File: src/rtl/rollback_controller_if.sv
// Execute/writeback rollback event inputs and flush/restart outputs of the
// strand rollback controller.
interface rollback_controller_if;
  logic        ex_rollback_request;
  logic [31:0] ex_rollback_pc;
  logic        wb_rollback_request;
  logic [31:0] wb_rollback_pc;
  logic        wb_suspend_request;
  logic        wb_retry;
  logic        dcache_resume;
  logic        retire;
  logic        flush_if;
  logic        flush_ds;
  logic        flush_ex;
  logic        flush_ma;
  logic        restart_request;
  logic [31:0] restart_pc;
  logic        strand_suspended;
  logic        retry_starved;
  logic [31:0] rollback_count;

  modport master (
    output ex_rollback_request, ex_rollback_pc, wb_rollback_request, wb_rollback_pc,
           wb_suspend_request, wb_retry, dcache_resume, retire,
    input  flush_if, flush_ds, flush_ex, flush_ma, restart_request, restart_pc,
           strand_suspended, retry_starved, rollback_count
  );

  modport slave (
    input  ex_rollback_request, ex_rollback_pc, wb_rollback_request, wb_rollback_pc,
           wb_suspend_request, wb_retry, dcache_resume, retire,
    output flush_if, flush_ds, flush_ex, flush_ma, restart_request, restart_pc,
           strand_suspended, retry_starved, rollback_count
  );
endinterface

File: src/rtl/rollback_controller.sv
// Single-strand rollback controller: arbitrates ex/wb rollbacks, produces stage
// flushes, a registered fetch restart, strand suspension and a retry livelock flag.
module rollback_controller #(
  parameter int unsigned RETRY_WIDTH = 4,
  parameter int unsigned RETRY_LIMIT = 8
) (
  input  logic                 clk,
  input  logic                 reset,
  rollback_controller_if.slave bus
);

  typedef enum logic [0:0] {RUN = 1'b0, SUSPENDED = 1'b1} state_e;

  state_e                 state_q, state_d;
  logic                   restart_request_q, restart_request_d;
  logic [31:0]            restart_pc_q, restart_pc_d;
  logic [31:0]            saved_pc_q, saved_pc_d;
  logic [31:0]            rollback_count_q, rollback_count_d;
  logic [RETRY_WIDTH-1:0] retry_cnt_q, retry_cnt_d;
  logic                   retry_starved_q, retry_starved_d;

  logic wb_accept;
  logic ex_accept;
  logic suspend_go;
  logic resume_go;

  always_ff @(posedge clk or negedge reset) begin
    if (!reset) begin
      state_q           <= RUN;
      restart_request_q <= 1'b0;
      restart_pc_q      <= '0;
      saved_pc_q        <= '0;
      rollback_count_q  <= '0;
      retry_cnt_q       <= '0;
      retry_starved_q   <= 1'b0;
    end else begin
      state_q           <= state_d;
      restart_request_q <= restart_request_d;
      restart_pc_q      <= restart_pc_d;
      saved_pc_q        <= saved_pc_d;
      rollback_count_q  <= rollback_count_d;
      retry_cnt_q       <= retry_cnt_d;
      retry_starved_q   <= retry_starved_d;
    end
  end

  always_comb begin
    wb_accept  = (state_q == RUN) && bus.wb_rollback_request;
    ex_accept  = (state_q == RUN) && !bus.wb_rollback_request && bus.ex_rollback_request;
    // A resume coinciding with the suspending rollback restarts at once (no lost wakeup).
    suspend_go = wb_accept && bus.wb_suspend_request && !bus.dcache_resume;
    resume_go  = (state_q == SUSPENDED) && bus.dcache_resume;

    state_d = state_q;
    if (suspend_go) begin
      state_d = SUSPENDED;
    end else if (resume_go) begin
      state_d = RUN;
    end

    restart_request_d = ex_accept || (wb_accept && !suspend_go) || resume_go;
    restart_pc_d      = restart_pc_q;
    if (wb_accept) begin
      restart_pc_d = bus.wb_rollback_pc;
    end else if (ex_accept) begin
      restart_pc_d = bus.ex_rollback_pc;
    end else if (resume_go) begin
      restart_pc_d = saved_pc_q;
    end

    saved_pc_d       = suspend_go ? bus.wb_rollback_pc : saved_pc_q;
    rollback_count_d = (wb_accept || ex_accept) ? rollback_count_q + 32'd1 : rollback_count_q;

    retry_cnt_d = retry_cnt_q;
    if (wb_accept && bus.wb_retry) begin
      if (retry_cnt_q != '1) begin
        retry_cnt_d = retry_cnt_q + 1'b1;
      end
    end else if (bus.retire && !bus.wb_rollback_request) begin
      retry_cnt_d = '0;
    end
    retry_starved_d = (retry_cnt_q >= RETRY_WIDTH'(RETRY_LIMIT));
  end

  always_comb begin
    bus.flush_ex         = bus.wb_rollback_request;
    bus.flush_ma         = bus.wb_rollback_request;
    bus.flush_if         = bus.wb_rollback_request || (bus.ex_rollback_request && (state_q == RUN));
    bus.flush_ds         = bus.flush_if;
    bus.restart_request  = restart_request_q;
    bus.restart_pc       = restart_pc_q;
    bus.strand_suspended = (state_q == SUSPENDED);
    bus.retry_starved    = retry_starved_q;
    bus.rollback_count   = rollback_count_q;
  end

endmodule
File: src/flat_wrapper.sv
// flat-port wrapper written by rule: the top's interface ports become plain ports
module rollback_controller_flat 
#(
  parameter int unsigned RETRY_WIDTH = 4,
  parameter int unsigned RETRY_LIMIT = 8
)
  (clk, reset, bus_ex_rollback_request, bus_ex_rollback_pc, bus_wb_rollback_request, bus_wb_rollback_pc, bus_wb_suspend_request, bus_wb_retry, bus_dcache_resume, bus_retire, bus_flush_if, bus_flush_ds, bus_flush_ex, bus_flush_ma, bus_restart_request, bus_restart_pc, bus_strand_suspended, bus_retry_starved, bus_rollback_count);
  rollback_controller_if bus_i ();
  input  logic clk;
  input  logic reset;
  input wire logic [$bits(bus_i.ex_rollback_request)-1:0] bus_ex_rollback_request;
  input wire logic [$bits(bus_i.ex_rollback_pc)-1:0] bus_ex_rollback_pc;
  input wire logic [$bits(bus_i.wb_rollback_request)-1:0] bus_wb_rollback_request;
  input wire logic [$bits(bus_i.wb_rollback_pc)-1:0] bus_wb_rollback_pc;
  input wire logic [$bits(bus_i.wb_suspend_request)-1:0] bus_wb_suspend_request;
  input wire logic [$bits(bus_i.wb_retry)-1:0] bus_wb_retry;
  input wire logic [$bits(bus_i.dcache_resume)-1:0] bus_dcache_resume;
  input wire logic [$bits(bus_i.retire)-1:0] bus_retire;
  output wire logic [$bits(bus_i.flush_if)-1:0] bus_flush_if;
  output wire logic [$bits(bus_i.flush_ds)-1:0] bus_flush_ds;
  output wire logic [$bits(bus_i.flush_ex)-1:0] bus_flush_ex;
  output wire logic [$bits(bus_i.flush_ma)-1:0] bus_flush_ma;
  output wire logic [$bits(bus_i.restart_request)-1:0] bus_restart_request;
  output wire logic [$bits(bus_i.restart_pc)-1:0] bus_restart_pc;
  output wire logic [$bits(bus_i.strand_suspended)-1:0] bus_strand_suspended;
  output wire logic [$bits(bus_i.retry_starved)-1:0] bus_retry_starved;
  output wire logic [$bits(bus_i.rollback_count)-1:0] bus_rollback_count;
  assign bus_i.ex_rollback_request = bus_ex_rollback_request;
  assign bus_i.ex_rollback_pc = bus_ex_rollback_pc;
  assign bus_i.wb_rollback_request = bus_wb_rollback_request;
  assign bus_i.wb_rollback_pc = bus_wb_rollback_pc;
  assign bus_i.wb_suspend_request = bus_wb_suspend_request;
  assign bus_i.wb_retry = bus_wb_retry;
  assign bus_i.dcache_resume = bus_dcache_resume;
  assign bus_i.retire = bus_retire;
  assign bus_flush_if = bus_i.flush_if;
  assign bus_flush_ds = bus_i.flush_ds;
  assign bus_flush_ex = bus_i.flush_ex;
  assign bus_flush_ma = bus_i.flush_ma;
  assign bus_restart_request = bus_i.restart_request;
  assign bus_restart_pc = bus_i.restart_pc;
  assign bus_strand_suspended = bus_i.strand_suspended;
  assign bus_retry_starved = bus_i.retry_starved;
  assign bus_rollback_count = bus_i.rollback_count;
  rollback_controller #(.RETRY_WIDTH(RETRY_WIDTH), .RETRY_LIMIT(RETRY_LIMIT)) u_core (.clk(clk), .reset(reset), .bus(bus_i));
endmodule
File: config.mk
export PLATFORM = sky130hd
export DESIGN_NAME = rollback_controller_flat
export DESIGN_NICKNAME = d
export VERILOG_FILES = /design/src/rtl/rollback_controller_if.sv /design/src/rtl/rollback_controller.sv /design/src/flat_wrapper.sv
export SDC_FILE = /design/constraint.sdc
export NUM_CORES = 1
export LEC_CHECK = 0
export CAP_MARGIN = 20
export CORE_ASPECT_RATIO = 0.75
export CORE_UTILIZATION = 43
export CTS_BUF_LIST = sky130_fd_sc_hd__clkbuf_4 sky130_fd_sc_hd__clkbuf_8 sky130_fd_sc_hd__clkbuf_16
export CTS_CLUSTER_SIZE = 30
export DETAILED_ROUTE_END_ITERATION = 10
export GPL_TIMING_DRIVEN = 0
export PLACE_DENSITY = 0.76
export SYNTH_ARGS = -nofsm -noshare
export SYNTH_HDL_FRONTEND = slang
export SYNTH_SLANG_ARGS = --single-unit
File: constraint.sdc
create_clock -name clk -period 1.7 [get_ports clk]
set_input_delay 0.425 -clock clk [delete_from_list [all_inputs] [get_ports clk]]
set_output_delay 0.425 -clock clk [all_outputs]
set_load 0.01 [all_outputs]
**Word level (Yosys, flattened, before mapping)**

Cells that the tools add are included.

- Memory bits (writable): 0
- Memories: 0
- Input bits: 72
- Output and inout bits: 71
- ROM bits: 0
- Logic and storage cells: 42
- Latch bits: 0
- Register bits: 103

- Eq/ne operators: 2
- Multiply operators: 0
- Reductions and logical operators: 21
- Shifts and indexed selects: 0
- Add/subtract/negate cells: 2
- Bitwise gates (word level): 1
- Muxes and demuxes: 8
- Div/mod/pow operators: 0
- Magnitude comparators: 1

Operator list:

| kind | count |
|---|---|
| $mux 32 | 3 |
| $add 32x1->32 const B | 1 |
| $mux 4 | 3 |
| $logic_and 1x1->1 | 10 |
| $add 4x1->4 const B | 1 |
| $ge 4x4->1 const B | 1 |
| $logic_or 1x1->1 | 4 |
| $ne 4x4->1 const B | 1 |
| $reduce_bool 2->1 | 2 |
| $logic_not 1->1 | 3 |
| $reduce_bool 3->1 | 1 |
| $mux 1 | 2 |
| $ne 2x2->1 const B | 1 |
| $reduce_and 2->1 | 1 |
| $not 1->1 | 1 |

**Depth between registers and ports, before layout**

Gate-level depths: netlist of the first run.

- Depth after elaboration: 8
- Gate-level depth with buffers: 7
- Gate-level depth less buffers: 4

**Least setup slack after synthesis of the first run**

Ideal clock, no wire load.

- Path kind: input-to-reg
- Start: input port bus_wb_rollback_request
- End: register u_core.saved_pc_q[10]
- Setup slack: -48 ps
- Stages on the path: 5
- Path buffers: 2
- Arrival: 1623 ps
- Path through: buf_2 -> nand2b_1 -> nor3b_2 -> buf_2 -> mux2_2

- Cells in the longest elaborated chain, start to end: 3

Ends and longest elaborated chain:

| element | line | RTL |
|---|---|---|
| start, declared | flat_wrapper.sv:13 | `input wire logic [$bits(bus_i.wb_rollback_request)-1:0] bus_wb_rollback_request;` |
| $logic_and 1x1->1 | rollback_controller.sv:48 | `wb_accept = (state_q == RUN) && bus.wb_rollback_request;` |
| $logic_and 1x1->1 (2 in a row) | rollback_controller.sv:51 | `suspend_go = wb_accept && bus.wb_suspend_request && !bus.dcache_resume;` |
| end signal, assigned | rollback_controller.sv:40 | `saved_pc_q <= saved_pc_d;` |
| end, declared | rollback_controller.sv:17 | `logic [31:0] saved_pc_q, saved_pc_d;` |

Every way passes these cells.
A chain may end at the register's enable or synchronous reset.

**Worst setup path in the final report of the first run**

- Start: register u_core.state_q, in the netlist u_core.bus.strand_suspended
- End: register u_core.saved_pc_q[9]

- Cells in the longest elaborated chain, start to end: 4

Ends and longest elaborated chain:

| element | line | RTL |
|---|---|---|
| start, declared | rollback_controller.sv:14 | `state_e state_q, state_d;` |
| start signal, assigned | rollback_controller.sv:37 | `state_q <= state_d;` |
| $not 1->1 | rollback_controller.sv:48 |  |
| $logic_and 1x1->1 | rollback_controller.sv:48 |  |
| $logic_and 1x1->1 (2 in a row) | rollback_controller.sv:51 |  |

Every way passes these cells.

==> flow_summary.ini, run 1 <==
[place]
io_buffers = 141
gp_congestion = 0.8082
post-dp-hpwl_um = 8915

[job]
drv_cap = 0

[worst_setup_path]
endpoint_kind = flop
path_depth = 7
path_cells = buf_4 -> nand2b_4 -> nor3b_4 -> buf_12 -> buf_4 -> buf_4 -> mux2_2
start_kind = flop
rr_startpoint = u_core.bus.strand_suspended$_DFFE_PN0P_
r2r-end = u_core.saved_pc_q[9]$_DFFE_PN0P_
crit_required_ns = 1.93
reg2reg_depth = 7
cp_num_buf_inv = 4
cp_top_family = buffers and inverters
crit_fanout = 7
critPathKind = reg -> reg
worstSetupStartpoint = u_core.bus.strand_suspended$_DFFE_PN0P_
crit_slowest_cell = dfrtp_2
endpoint = u_core.saved_pc_q[9]$_DFFE_PN0P_
ff2ff_setup_slack_ns = -0.1
arrival_ns = 2.03
slowest_delay_ns = 0.44
cp_common_cell = buf_4

[yosys]
yosysSeqAreaShare_pct = 52.28
synth_ff_type = dfrtp_1
synth_cell_types = 39
ys_ff_latch = 103
synth-edff-count = 0
synth_common_cells = dfrtp_1, nor2_1, a21o_1, mux2i_1, a211oi_1
mappedNetlistArea_um2 = 4930
async_flop_share_pct = 100.0
yosysTopAreaCellShare_pct = 52.28
yosysWarnings = 0
synthTopCellsByArea = dfrtp_1, mux2_2, mux2i_1, a21o_1, a211oi_1
syn_nets = 497
yosysTopAreaCell = dfrtp_1
syn_inst = 422
yosysMostFrequentCell = dfrtp_1
synth.avg_cell_area_um2 = 11.68

[timing]
tightestPinTransition_ns = 0.5412
hold_viol_final = 0
tns_ns = -0.8074
setup_ws_ns = -0.09797
fin_crit_sh_pct = 105.8
period_minus_slack_ns = 1.798
slew_headroom_pct = 63.92
finalSetupViolations = 39
fin_worst_skew_ns = 0.01041
max_freq_mhz = 556.2
rsz0062_at_grt = true
drv_slew = 0

[pwr]
peakVddDrop_uv = 594.6
p_leak_uw = 0.004025
power_per_cell_area_nw_per_um2 = 979.6

[final_layout]
layout.nets = 700
fillers = 797
syn_to_final_growth_pct = 59.19
antenna_cells = 0
drive_gt1_share_pct = 26.98
multi_input_area_um2 = 2460
final_util_pct = 71.18
seq_area_um2 = 2585

[floorplan]
die_height_um = 94.73
die_x_um = 125.6
dieArea_um2 = 11900
core_um2 = 11020
start_util_pct = 44.72
row_count = 33
ioPinCount = 143

[clock_tree]
cts_buffer_depth = 2
clkSinkCount = 103
hold_buffers = 0
clkTransAtPathRegs_ns = 0.08
clk_latency_ns = 0.34
htreeDepth = 3
numCtsBuffers = 9
cts_tree = done
cts_root_buf = clkbuf_16

[global_routing]
grt.overflow.total = 0
grt_pass1_wl_um = 21960
grtUsageTotal_pct = 23.81
grt.busiest_layer = met2
grtUsageMet3_pct = 6.969
grt_max_degree = 65
antenna_found_initial = 0
grt_pass1_vias = 4321
met2_usage_pct = 41.02
grt_util_met1_pct = 30.01

[outcome]
status = complete, but fails checks
failed_checks = DRC, setup timing

[route]
drtIter0Drc = 226
vias_per_cell = 5.470
wl_um = 14740
wire_per_inst_um = 19.15
drt_drc_violations_left = 9
dr.pass1.iters = 10
antenna_left = 0
vias = 4212

[worst_hold_path]
hold_path.class = in -> async
==> logic make-up (layout without fill, tap and decap cells) <==
group	Yosys count	count (layout)	share of synthesized area (%)
buf+inv	37	245	3.578
mux	66	66	14.24
xor+xnor	33	33	5.863
compound gates	70	70	10.66
fa+ha+maj	3	3	0.7615
simple gates	110	110	12.61
flops	103	103	52.28
==> layer usage <==
metal / vias to the layer above / wire [µm]
met5: - / 0
met4: 0 / 130
met3: 21 / 1028
met2: 152 / 7268
met1: 2127 / 6316
li1: 1912 / -
==> metrics by stage <==
stage	hold WS (ns)	power, µW	std cells	cell area [µm²]	worst slack [ns]
after floorplan	0.1294	4100	422	4936	-0.005894
after global placement	0.4571	5025	703	6523	-3.778
after detailed placement	0.4454	5100	704	6548	-0.6840
after CTS	0.07057	7565	756	7330	-0.06565
after global routing	0.08880	8030	770	7848	-0.1328
final	0.05606	7687	770	7848	-0.09797
==> worst min path at each step <==
stage / startpoint / end / slack, ns / depth (start not counted)
after floorplan: reset / u_core.bus.restart_pc[0]$_DFFE_PN0P_ / 0.13 / 0
after global placement: u_core.bus.rollback_count[31]$_DFFE_PN0P_ / u_core.bus.rollback_count[31]$_DFFE_PN0P_ / 0.46 / 1
after detailed placement: reset / u_core.bus.rollback_count[18]$_DFFE_PN0P_ / 0.45 / 1
after CTS: reset / u_core.bus.rollback_count[18]$_DFFE_PN0P_ / 0.07 / 1
after global routing: reset / u_core.bus.rollback_count[24]$_DFFE_PN0P_ / 0.09 / 1
final: reset / u_core.bus.rollback_count[24]$_DFFE_PN0P_ / 0.06 / 1
==> cells in the final DEF (no fill, tap or decap), drive strengths merged, types with 5 or more instances in the layout <==
| cell type | synthesis | routed |
|---|---|---|
| dfrtp | 103 | 103 |
| clkdlybuf4s50 | 0 | 82 |
| buf | 16 | 70 |
| nor2 | 42 | 42 |
| a21o | 33 | 33 |
| mux2i | 33 | 33 |
| mux2 | 33 | 33 |
| a211oi | 32 | 32 |
| dlygate4sd2 | 0 | 30 |
| dlymetal6s2s | 0 | 26 |
| clkbuf | 12 | 21 |
| xor2 | 19 | 19 |
| xnor2 | 14 | 14 |
| nand2 | 13 | 13 |
| nand3 | 12 | 12 |
| inv | 9 | 11 |
| nor4 | 10 | 10 |
| nand4 | 7 | 7 |
| nor3 | 6 | 6 |
| and4 | 5 | 5 |
==> power by group <==
group	leakage (µW)	internal, µW	switching (µW)
clock	0.000167	1470	929
sequential	0.00125	2890	302
combinational	0.00261	1210	887
==> flip-flops by register name, summed over array words and instances, names as in the netlist <==
name                         cells
u_core.bus.restart_pc           32
u_core.bus.rollback_count       32
u_core.saved_pc_q               32
u_core.retry_cnt_q               4
u_core.bus.restart_request       1
u_core.bus.retry_starved         1
u_core.bus.strand_suspended      1
==> timing repair <==
item                       in CTS  in global routing
gates cloned                    2                  2
gates resized for setup        72                108
setup endpoints to repair     113                 94
pin swaps                       4                 19
buffers inserted               34                 13
==> cell type report <==
type	instances	area share (%)
Timing Repair Buffer	193	25.57
Multi-Input combinational cell	282	31.35
Sequential cell	103	32.94
Clock inverter	6	1.467
Buffer	27	3.045
Tap cell	140	2.232
Inverter	9	0.4305
Clock buffer	10	2.966
No activity file was read; power rests on OpenSTA's default activity.
==> run 2: changes to the inputs <==
--- a/config.mk
+++ b/config.mk
@@ -7,6 +7,7 @@
 export LEC_CHECK = 0
 export CAP_MARGIN = 20
 export CORE_ASPECT_RATIO = 0.75
+export CORE_MARGIN = 8
 export CORE_UTILIZATION = 43
 export CTS_BUF_LIST = sky130_fd_sc_hd__clkbuf_4 sky130_fd_sc_hd__clkbuf_8 sky130_fd_sc_hd__clkbuf_16
 export CTS_CLUSTER_SIZE = 30
==> run 2 against run 1 <==
Compared with the run above: the flow now finishes without violations; combinational power down 9%; non-clock buffer count down 24; routed wire length fell by 3.7%; maximum frequency rose by 5.8%; design area shrank 6.4%; sequential share of layout area increased by 2.3 points; critical path type unchanged; largest power group unchanged.
==> flow_summary.ini, run 2 (synthesis results as in run 1) <==
[place]
placed_cells = 708
place_area_um2 = 6553
post-dp-hpwl_um = 9794
gp_congestion = 0.8438
io_buffers = 141
dpl_worst_slack_ns = -0.7366

[timing]
fin_crit_sh_pct = 99.93
slew_headroom_pct = 62.89
max_freq_mhz = 588.7
tightestPinTransition_ns = 0.5566
hold_viol_final = 0
fin_worst_skew_ns = 0.008726
finalSetupViolations = 0
rsz0062_at_grt = true
drv_slew = 0
setup_ws_ns = 0.001215
period_minus_slack_ns = 1.699

[route]
vias_per_cell = 5.317
drtIter0Drc = 207
wl_um = 14190
dr.pass1.iters = 4
wire_per_inst_um = 18.93
vias = 3988
antenna_left = 0
drt_drc_violations_left = 0

[worst_setup_path]
endpoint_kind = flop
critPathKind = reg -> reg
ff2ff_setup_slack_ns = 0.001
crit_required_ns = 1.95
r2r-end = u_core.bus.rollback_count[22]$_DFFE_PN0P_
start_kind = flop
rr_startpoint = u_core.bus.rollback_count[18]$_DFFE_PN0P_
crit_fanout = 7
reg2reg_depth = 5
arrival_ns = 1.95

[pwr]
power_uw = 7305
power_per_cell_area_nw_per_um2 = 994.3
p_leak_uw = 0.003680
peakVddDrop_uv = 604.2

[global_routing]
grt_pass1_wl_um = 22230
grt.overflow.total = 0
grt_max_degree = 63
grtUsageTotal_pct = 18.29
antenna_found_initial = 0
grt_pass1_vias = 4226

[final_layout]
final_cell_mix = dfrtp_1, clkdlybuf4s50_1, nor2_1, a21o_1
syn_to_final_growth_pct = 49.04
final_common_cell = dfrtp_1
final_area_um2 = 7347
drive_gt1_share_pct = 22.77
layout.nets = 677
stdcell_count = 750
antenna_cells = 0
fillers = 866

[clock_tree]
cts_root_buf = clkbuf_16
numCtsBuffers = 9
hold_buffers = 0
htreeDepth = 3
clkSinkCount = 103
clkTransAtPathRegs_ns = 0.07
cts_buffer_depth = 2
clk_latency_ns = 0.34
cts_tree = done

[floorplan]
row_count = 34
start_util_pct = 43.24
dieArea_um2 = 15180
die_height_um = 108.7
ioPinCount = 143
core_um2 = 11400
die_x_um = 139.6

[outcome]
status = complete, no violations

[worst_hold_path]
hold_path.class = in -> async

[job]
drv_cap = 0
run 2: how the worst max path moves through the flow:
stage / start / to / cells past startpoint
2_1_floorplan: bus_wb_rollback_request / u_core.saved_pc_q[10]$_DFFE_PN0P_ / 5
3_3_place_gp: reset / u_core.bus.restart_pc[29]$_DFFE_PN0P_ / 1
3_5_place_dp: bus_ex_rollback_request / u_core.bus.restart_pc[7]$_DFFE_PN0P_ / 5
4_1_cts: u_core.bus.rollback_count[23]$_DFFE_PN0P_ / bus_rollback_count[23] / 1
5_1_grt: u_core.bus.rollback_count[18]$_DFFE_PN0P_ / u_core.bus.rollback_count[24]$_DFFE_PN0P_ / 5
6_report: u_core.bus.rollback_count[18]$_DFFE_PN0P_ / u_core.bus.rollback_count[22]$_DFFE_PN0P_ / 5
run 2: final cells by class:
| type | instances | area [µm²] | area share, % |
|---|---|---|---|
| repair buffers | 168 | 1639 | 22.31 |
| well taps | 144 | 180.2 | 2.452 |
| multi-input cells | 283 | 2346 | 31.93 |
| flip-flops and latches | 103 | 2586 | 35.20 |
| inverters | 9 | 33.78 | 0.4598 |
| plain buffers | 28 | 245.2 | 3.338 |
| clock buffers | 11 | 246.5 | 3.355 |
| clock inverters | 4 | 70.07 | 0.9537 |
run 2: through the flow:
| step | hold slack (ns) | TNS, ns | util [%] |
|---|---|---|---|
| final | 0.07341 | 0 | 64.44 |
| after global routing | 0.1014 | -1.456 | 64.44 |
| after CTS | 0.08912 | -0.06073 | 61.87 |
| after detailed placement | 0.4586 | -47.66 | 57.47 |
| after global placement | 0.4584 | -422.02 | 57.25 |
| after floorplan | 0.1294 | -0.1179 | - |
run 2: where the power goes:
part           switching [µW]  internal [µW]  total (µW)
logic                     849           1070        1920
registers                 293           2890        3180
clock network             867           1330        2200
total                    2010           5300        7300
run 2: repair_timing:
action                     4_1_cts  5_1_grt
setup endpoints to repair      114       89
pin swaps                        2        6
gates cloned                     1        1
buffers inserted                13       12
resized for setup               75       58
run 2: worst max-delay path, cell delays in order (launching register included):
cell     delay [ns]
dfrtp_1        0.40
nand4_1        0.19
or2_0          0.25
buf_2          0.22
nor4_2         0.36
xor2_1         0.19
run 2: metal layers:
metal / part of all wire [%] / track usage [%]
met1: 45 / 22.70
met4: 0.98 / 4.633
met5: 0 / 0
met2: 48 / 31.07
met3: 5.6 / 5.468
==> run 3: changes to the inputs <==
--- a/config.mk
+++ b/config.mk
@@ -8,12 +8,14 @@
 export CAP_MARGIN = 20
 export CORE_ASPECT_RATIO = 0.75
 export CORE_MARGIN = 8
-export CORE_UTILIZATION = 43
+export CORE_UTILIZATION = 50
 export CTS_BUF_LIST = sky130_fd_sc_hd__clkbuf_4 sky130_fd_sc_hd__clkbuf_8 sky130_fd_sc_hd__clkbuf_16
 export CTS_CLUSTER_SIZE = 30
 export DETAILED_ROUTE_END_ITERATION = 10
+export DONT_BUFFER_PORTS = 1
 export GPL_TIMING_DRIVEN = 0
-export PLACE_DENSITY = 0.76
+export PLACE_DENSITY = 0.68
 export SYNTH_ARGS = -nofsm -noshare
 export SYNTH_HDL_FRONTEND = slang
 export SYNTH_SLANG_ARGS = --single-unit
+export TNS_END_PERCENT = 100
==> run 3 against run 2 <==
Compared with the run above: the flow now finishes with violations (hold timing); final cell count shrank 23%; clock skew shrank 0.0031 ns; routed wire length shrank 13%; die area shrank 12%; worst setup slack gained 0.030 ns; largest power group unchanged.
==> flow_summary.ini, run 3 (synthesis results as in run 1) <==
[outcome]
status = complete, but fails checks
failed_checks = hold timing

[pwr]
peakVddDrop_uv = 756.9
p_seq_share_pct = 50.9
p_sw_uw = 1831
p_leak_uw = 0.002752
comb_power_share_pct = 16.2
power_per_cell_area_nw_per_um2 = 1144
p_int_uw = 4805
p_clk_share_pct = 32.9
swShare_pct = 27.59

[global_routing]
grt_pass1_wl_um = 18900
antenna_found_initial = 0
grtUsageTotal_pct = 18.34
grt_max_degree = 104
grt_pass1_vias = 3424
grt.overflow.total = 0

[route]
antenna_left = 0
vias = 3358
drtIter0Drc = 138
wire_per_inst_um = 21.26
drt_drc_violations_left = 0
vias_per_cell = 5.780
dr.pass1.iters = 4
wl_um = 12350

[worst_setup_path]
crit_fanout = 6
slowest_delay_ns = 0.62
start_kind = flop
cp_num_buf_inv = 0
cp_top_family = simple AND/OR/NAND/NOR gates
arrival_ns = 1.93
path_cells = nand4_4 -> or4_4 -> nor3_1 -> xnor2_1
crit_required_ns = 1.96
endpoint_kind = flop
ff2ff_setup_slack_ns = 0.03
critPathKind = reg -> reg
crit_slowest_cell = or4_4

[timing]
holdWs_ns = -0.2192
fin_worst_skew_ns = 0.005639
period_minus_slack_ns = 1.669
tightestPinTransition_ns = 0.3225
finalSetupViolations = 0
fin_crit_sh_pct = 98.19
hold_viol_final = 103
rsz0062_at_grt = true
max_freq_mhz = 599.1
setup_ws_ns = 0.03080
drv_slew = 0
slew_headroom_pct = 78.43

[job]
drv_cap = 0

[floorplan]
start_util_pct = 51.25
core_um2 = 9619
die_height_um = 102.0
row_count = 31
dieArea_um2 = 13330
ioPinCount = 143
die_x_um = 130.7

[clock_tree]
htreeDepth = 3
cts_root_buf = clkbuf_16
clk_latency_ns = 0.34
cts_buffer_depth = 2
cts_tree = done
numCtsBuffers = 9
clkSinkCount = 103
clkTransAtPathRegs_ns = 0.07

[worst_hold_path]
hold_path.class = in -> async

[final_layout]
layout.nets = 519
syn_to_final_growth_pct = 17.72
final_common_cell = dfrtp_1
drive_gt1_share_pct = 27.62
final_area_um2 = 5803
antenna_cells = 0
final_cell_mix = dfrtp_1, nor2_1, a21o_1, mux2_2, mux2i_1

[place]
place_area_um2 = 5101
gp_congestion = 0.7881
io_buffers = 0
dpl_worst_slack_ns = -0.4162
post-dp-hpwl_um = 8737
## run 3: path summary, 6_finish.rpt
| path | cells past startpoint | to | startpoint |
|---|---|---|---|
| min | 0 | u_core.bus.rollback_count[2]$_DFFE_PN0P_ | reset |
| max reg2reg | 4 | u_core.bus.rollback_count[26]$_DFFE_PN0P_ | u_core.bus.rollback_count[20]$_DFFE_PN0P_ |
| max | 4 | u_core.bus.rollback_count[26]$_DFFE_PN0P_ | u_core.bus.rollback_count[20]$_DFFE_PN0P_ |
| min reg2reg | 1 | u_core.saved_pc_q[31]$_DFFE_PN0P_ | u_core.saved_pc_q[31]$_DFFE_PN0P_ |
| min in group clk | 1 | u_core.saved_pc_q[31]$_DFFE_PN0P_ | bus_wb_rollback_pc[31] |
| max in group asynchronous | 0 | u_core.bus.rollback_count[21]$_DFFE_PN0P_ | reset |
## run 3: power groups by stage
stage / clock (µW) / sequential, µW / combinational (µW)
6_report: 2190 / 3380 / 1070
5_1_grt: 2350 / 3450 / 1190
4_1_cts: 2250 / 3380 / 1000
3_5_place_dp: 0 / 3430 / 971
3_3_place_gp: 0 / 3400 / 927
2_1_floorplan: 0 / 3290 / 811
## run 3: cell type report
type | instances | area, µm²
Buffer | 28 | 239.0
Clock buffer | 12 | 247.7
Clock inverter | 4 | 70.07
Fill cell | 794 | 3816
Inverter | 9 | 33.78
Multi-Input combinational cell | 283 | 2376
Sequential cell | 103 | 2591
Tap cell | 132 | 165.2
Timing Repair Buffer | 10 | 80.08
## run 3: through the flow
step | utilization (%) | power [µW] | instances | hold WS, ns | setup TNS (ns)
2_1_floorplan | - | 4100 | 422 | 0.1294 | -0.1179
3_3_place_gp | 53.03 | 4328 | 554 | 0.1320 | -21.95
3_5_place_dp | 53.03 | 4399 | 554 | 0.1318 | -23.09
4_1_cts | 57.56 | 6631 | 574 | -0.2356 | -0.004220
5_1_grt | 60.33 | 6987 | 581 | -0.2448 | -0.2001
6_report | 60.33 | 6636 | 581 | -0.2192 | 0
## run 3: routing by layer
| metal | track usage [%] | up-vias | part of all wire [%] | routed length, µm |
|---|---|---|---|---|
| li1 | - | 1548 | - | - |
| met1 | 22.88 | 1686 | 43 | 5264 |
| met2 | 28.21 | 113 | 46 | 5681 |
| met3 | 8.446 | 11 | 10 | 1288 |
| met4 | 4.837 | 0 | 0.94 | 116 |
| met5 | 0 | - | 0 | 0 |
## run 3: repair_timing
item	CTS	global route
pin swaps	3	9
hold endpoints to repair	103	103
resized for setup	36	47
setup endpoints to repair	81	70
setup buffers	4	6
cloned	0	1
